--- config.mk ---
export PLATFORM = sky130hd
export DESIGN_NAME = program_loader
export DESIGN_NICKNAME = d
export VERILOG_FILES = /design/src/rtl/program_loader.sv
export SDC_FILE = /design/constraint.sdc
export NUM_CORES = 1
export LEC_CHECK = 0
export CORE_ASPECT_RATIO = 0.6
export CORE_MARGIN = 3
export CORE_UTILIZATION = 53
export CTS_BUF_LIST = sky130_fd_sc_hd__clkbuf_4 sky130_fd_sc_hd__clkbuf_8
export DETAILED_ROUTE_END_ITERATION = 6
export PLACE_DENSITY = 0.82
export SYNTH_ARGS = -nofsm -noshare
export SYNTH_HDL_FRONTEND = slang
export SYNTH_SLANG_ARGS = --single-unit
export TNS_END_PERCENT = 100
--- constraint.sdc ---
create_clock -name clk -period 2.48 [get_ports clk]
set_input_delay 0.744 -clock clk [delete_from_list [all_inputs] [get_ports clk]]
set_output_delay 0.744 -clock clk [all_outputs]
set_load 0.01 [all_outputs]
--- src/rtl/program_loader.sv ---
// Byte-stream program loader: parses a framed program, writes it into CPU
// instruction memory under reset, then releases the CPU from PC=0.
module program_loader #(
  parameter int          MEM_DEPTH = 10,
  parameter logic [7:0]  HEADER    = 8'hA5
) (
  input  logic        clk,
  input  logic        rst_n,
  input  logic [7:0]  byte_in,
  input  logic        byte_valid,
  output logic        byte_ready,
  output logic        cpu_reset,
  output logic        we,
  output logic [3:0]  instr_addr,
  output logic [11:0] instr_in,
  output logic        loading,
  output logic        done,
  output logic        error,
  output logic [3:0]  loaded_count
);

  typedef enum logic [3:0] {
    IDLE,
    COUNT,
    OPC,
    OPR,
    WRITE,
    CHK,
    RELEASE,
    RUN,
    ERROR
  } state_t;

  state_t     state;
  logic [3:0] n_q;
  logic [3:0] opc_q;
  logic [7:0] checksum;

  logic       xfer;
  logic       is_hdr;
  logic       n_ok;
  logic [3:0] cnt_nxt;

  assign xfer    = byte_valid & byte_ready;
  assign is_hdr  = (byte_in == HEADER);
  assign n_ok    = (byte_in != 8'd0) &&
                   (byte_in <= 8'(MEM_DEPTH));
  assign cnt_nxt = loaded_count + 4'd1;

  // Handshake and status flags depend on the state register alone.
  always_comb begin
    byte_ready = 1'b1;
    loading    = 1'b0;
    unique case (1'b1)
      (state == WRITE),
      (state == RELEASE): byte_ready = 1'b0;
      default:            byte_ready = 1'b1;
    endcase
    unique case (state)
      COUNT, OPC, OPR,
      WRITE, CHK, RELEASE: loading = 1'b1;
      default:             loading = 1'b0;
    endcase
  end

  always_ff @(posedge clk or negedge rst_n) begin
    if (!rst_n) begin
      state        <= IDLE;
      cpu_reset    <= 1'b1;
      we           <= 1'b0;
      instr_addr   <= 4'd0;
      instr_in     <= 12'd0;
      done         <= 1'b0;
      error        <= 1'b0;
      loaded_count <= 4'd0;
      checksum     <= 8'd0;
      n_q          <= 4'd0;
      opc_q        <= 4'd0;
    end else begin
      we <= 1'b0;
      unique case (state)
        IDLE, RUN, ERROR: begin
          if (xfer && is_hdr) begin
            state        <= COUNT;
            cpu_reset    <= 1'b1;
            done         <= 1'b0;
            error        <= 1'b0;
            loaded_count <= 4'd0;
            checksum     <= 8'd0;
          end
        end
        COUNT: begin
          if (xfer) begin
            if (n_ok) begin
              n_q      <= byte_in[3:0];
              checksum <= byte_in;
              state    <= OPC;
            end else begin
              state <= ERROR;
              error <= 1'b1;
            end
          end
        end
        OPC: begin
          if (xfer) begin
            if (byte_in[7:4] != 4'h0) begin
              state <= ERROR;
              error <= 1'b1;
            end else begin
              opc_q    <= byte_in[3:0];
              checksum <= checksum ^ byte_in;
              state    <= OPR;
            end
          end
        end
        OPR: begin
          // CPU leaves reset only while we=1, so it writes, never executes.
          if (xfer) begin
            checksum   <= checksum ^ byte_in;
            instr_in   <= {opc_q, byte_in};
            instr_addr <= loaded_count;
            we         <= 1'b1;
            cpu_reset  <= 1'b0;
            state      <= WRITE;
          end
        end
        WRITE: begin
          loaded_count <= cnt_nxt;
          cpu_reset    <= 1'b1;
          state        <= (cnt_nxt == n_q) ? CHK : OPC;
        end
        CHK: begin
          if (xfer) begin
            if (byte_in == checksum) begin
              state <= RELEASE;
            end else begin
              state <= ERROR;
              error <= 1'b1;
            end
          end
        end
        RELEASE: begin
          state     <= RUN;
          cpu_reset <= 1'b0;
          done      <= 1'b1;
        end
        default: begin
          state     <= IDLE;
          cpu_reset <= 1'b1;
        end
      endcase
    end
  end

endmodule

==> results_dict.tcl <==
set metrics [dict create \
    path_delay_family "flip-flops" \
    slew_headroom_pct 59.4 \
    synth-seq-area-share_pct 44.9 \
    maxSlewViolCount 0 \
    cp.buffers_inverters 1 \
    diodes 0 \
    powerDensity_nw_per_um2 956 \
    nets 319 \
    fin_crit_ps 2420 \
    p_switching_mw 1.12 \
    finalSetupViolations 0 \
    startpoint_type "flop" \
    timing.final.crit_share_pct 97.6 \
    tns_ps 0 \
    power_frac_comb_pct 46.6 \
    cts_tree "done" \
    crit_required_ps 1740 \
    clock-sinks 44 \
    cp-end-kind "output port" \
    cts-root-buf "clkbuf_8" \
    grt_pass1_vias 2120 \
    drt-wirelength-per-cell_microns 16.6 \
    cts_buffers 5 \
    design_area_sq_um 3280 \
    path_class "reg -> out" \
    min_path_type "in -> async" \
    grt_usage_pct 24.0 \
    place_area_sq_um 3090 \
    syn_nets 252 \
    fill_cells 273 \
    viasPerCell 5.90 \
    status "complete, no violations" \
    worstSkewPairLatency_ps 300 \
    place_hpwl_microns 4480 \
    holdBufCountCts 0 \
    drive_gt1_share_pct 28.9 \
    ys_types 54 \
    overflow 0 \
    fmax_mhz 413 \
    areaGrowthSynthToFinish_pct 33.5 \
    synth_top_area_share_pct 43.8 \
    cp_slowest_stage_delay_ps 590 \
    p_total_mw 3.13 \
    avgSynthCellArea_sq_um 10.2 \
    finalClockSkew_ps 5.76 \
    p_leak_nw 1.50 \
    clkTransAtPathRegs_ps 90 \
    start_util_pct 57.4 \
    drcViolationCount 0 \
    antenna_found_initial 0 \
    ant_nets 0 \
    syn_inst 240 \
    worst_pin_slew_ps 607 \
    r2r_slack_ps 270 \
    wl_microns 6120 \
    coreArea_sq_um 4280 \
    die_area_sq_um 5510 \
    internal_power_mw 2.02 \
    grt_start_max_net_pins 21 \
    cp.arrival_ps 1680 \
    grt_first_pass_wirelength_microns 10200 \
    rsz0062_at_grt "true" \
    final_hold_viol_count 0 \
    gp_congestion 0.973 \
    drt-pass1-iter-count 5 \
    holdWs_ps 384 \
    vias 2173 \
    synth_area_sq_um 2450 \
    regArea_sq_um 1100 \
    htree_levels 2 \
    clockBufferDepth 2 \
    ys_top_cells_by_area "dfrtp_1 (44%), mux2_2 (9.6%), nor2_1 (4.1%)" \
    synth.largest_area_cell "dfrtp_1" \
    clockPowerShare_pct 18.7 \
    critPathSlowestCell "dfrtp_1" \
    die_w_microns 93.9 \
    detail_route.iter0.violations 194 \
    fp-row-count 18 \
    ys_seq_elements 44 \
    path_cells "nor2b_4 > nand2b_1 > clkdlybuf4s50_1" \
    ir_drop_v 0.000540 \
    pwr-share-seq_pct 34.7 \
    swShare_pct 35.7 \
    multi_input_area_sq_um 1280 \
    maxCapViolCount 0 \
    worstPathMaxFanout 10 \
    die_h_microns 58.7 \
    io_buffer_count 36 \
    num_io_pins 37 \
    yosysWarnings 0 \
]
worst paths after layout:
| path | from | endpoint | cells past startpoint |
|---|---|---|---|
| worst min-delay path | rst_n | instr_in[7]$_DFFE_PN0P_ | 1 |
| worst max-delay path | state[3]$_DFFE_PN0P_ | byte_ready | 3 |
| min in group clk | instr_addr[0]$_DFFE_PN0P_ | instr_addr[0]$_DFFE_PN0P_ | 1 |
| worst min register to register | instr_addr[0]$_DFFE_PN0P_ | instr_addr[0]$_DFFE_PN0P_ | 1 |
| max in group asynchronous | rst_n | cpu_reset$_DFFE_PN1P_ | 2 |
| worst max register to register | state[0]$_DFFE_PN0P_ | state[1]$_DFFE_PN0P_ | 7 |
per-stage QoR:
step | instances | worst slack [ps] | util (%)
floorplan | 240 | 212 | -
global placement | 355 | -280 | 72.2
detailed placement | 355 | -334 | 72.2
CTS | 363 | 6.22 | 75.3
global route | 368 | -3.07 | 76.6
finish | 368 | 58.4 | 76.6
Yosys cell counts, drive strengths merged:
cell	n
a211oi	2
xor2	3
or2	1
o211ai	2
nor4	3
a21o	1
and4	1
o22ai	2
and4bb	1
nor2	27
nand4b	1
dfstp	1
nand3	7
nand3b	1
ha	1
a21boi	2
o31ai	8
nor3	10
o2bb2a	1
and3b	1
xnor3	1
buf	12
and3	1
a31oi	1
nor3b	2
dfrtp	43
o21bai	1
inv	3
a21oi	4
or4	1
nand2b	5
nor2b	2
mux2	25
o2bb2ai	1
or4b	1
or3	2
nand4	1
o2111a	1
clkbuf	4
o211a	1
o21ai	30
xnor2	10
nand2	12
worst register-to-register path, stage by stage, from the launching register on:
cell and delay [ps]:
dfrtp_2 450, buf_4 160, buf_4 150, nor2b_1 160, nor3b_2 190, and3_1 230
or4b_1 500, mux2_2 270
metal layers:
layer	part of all wire [%]	wire length (microns)	track usage (%)
met5	0	0	0
met4	1.4	86	7.00
met3	8.3	505	6.26
met2	44	2680	37.1
met1	47	2850	33.8
power by group through the flow:
stage / combinational, mW / clock [mW] / sequential (mW)
after floorplan: 0.796 / 0 / 1.09
after global placement: 1.33 / 0 / 1.10
after detailed placement: 1.38 / 0 / 1.11
after CTS: 1.39 / 0.595 / 1.10
after global routing: 1.58 / 0.626 / 1.11
final: 1.46 / 0.586 / 1.09
placed cells by master (no fill, tap or decap), types with 2 or more instances in the layout:
master           instances
a21oi_1                  4
mux2_4                   4
nor3_1                   9
o21ai_0                 19
a21boi_0                 2
buf_12                   2
dfrtp_2                  2
clkdlybuf4s50_1         29
o22ai_1                  2
inv_1                    3
nand3_1                  6
nand2_1                 12
dfrtp_1                 41
nand2b_1                 5
mux2_2                  21
xor2_1                   3
xnor2_1                 10
o31ai_1                  8
nor2_1                  27
clkbuf_8                 6
or3_1                    2
dlygate4sd2_1            3
buf_4                   38
o21ai_1                 11
dlymetal6s2s_1           3
nor4_4                   2
state kept, by name, summed over array words and instances (netlist names):
signal and cells:
cpu_reset 1, state 4, done 1, checksum 8
instr_in 12, we 1, n_q 4, error 1
instr_addr 4, loaded_count 4, opc_q 4
cell type report:
cell class              count  share of cell area (%)
well taps                  60                    2.29
clock inverters             2                    1.18
flip-flops and latches     44                    33.7
repair buffers             76                    20.9
inverters                   3                   0.344
clock buffers               6                    2.52
multi-input cells         177                    39.1
kinds of logic after synthesis:
family	after synthesis	synth area share, %
flops	44	44.9
mux	25	12.1
fa+ha+maj	1	0.510
compound gates	57	15.0
xor+xnor	14	5.56
simple gates	80	18.1
buf+inv	19	3.87
repair_timing:
item	CTS	global route
resized for setup	8	5
pin swaps	0	1
endpoints found under the setup margin	6	11
setup buffers	0	5
gates cloned	0	0
(Power assumes the default switching activity.)
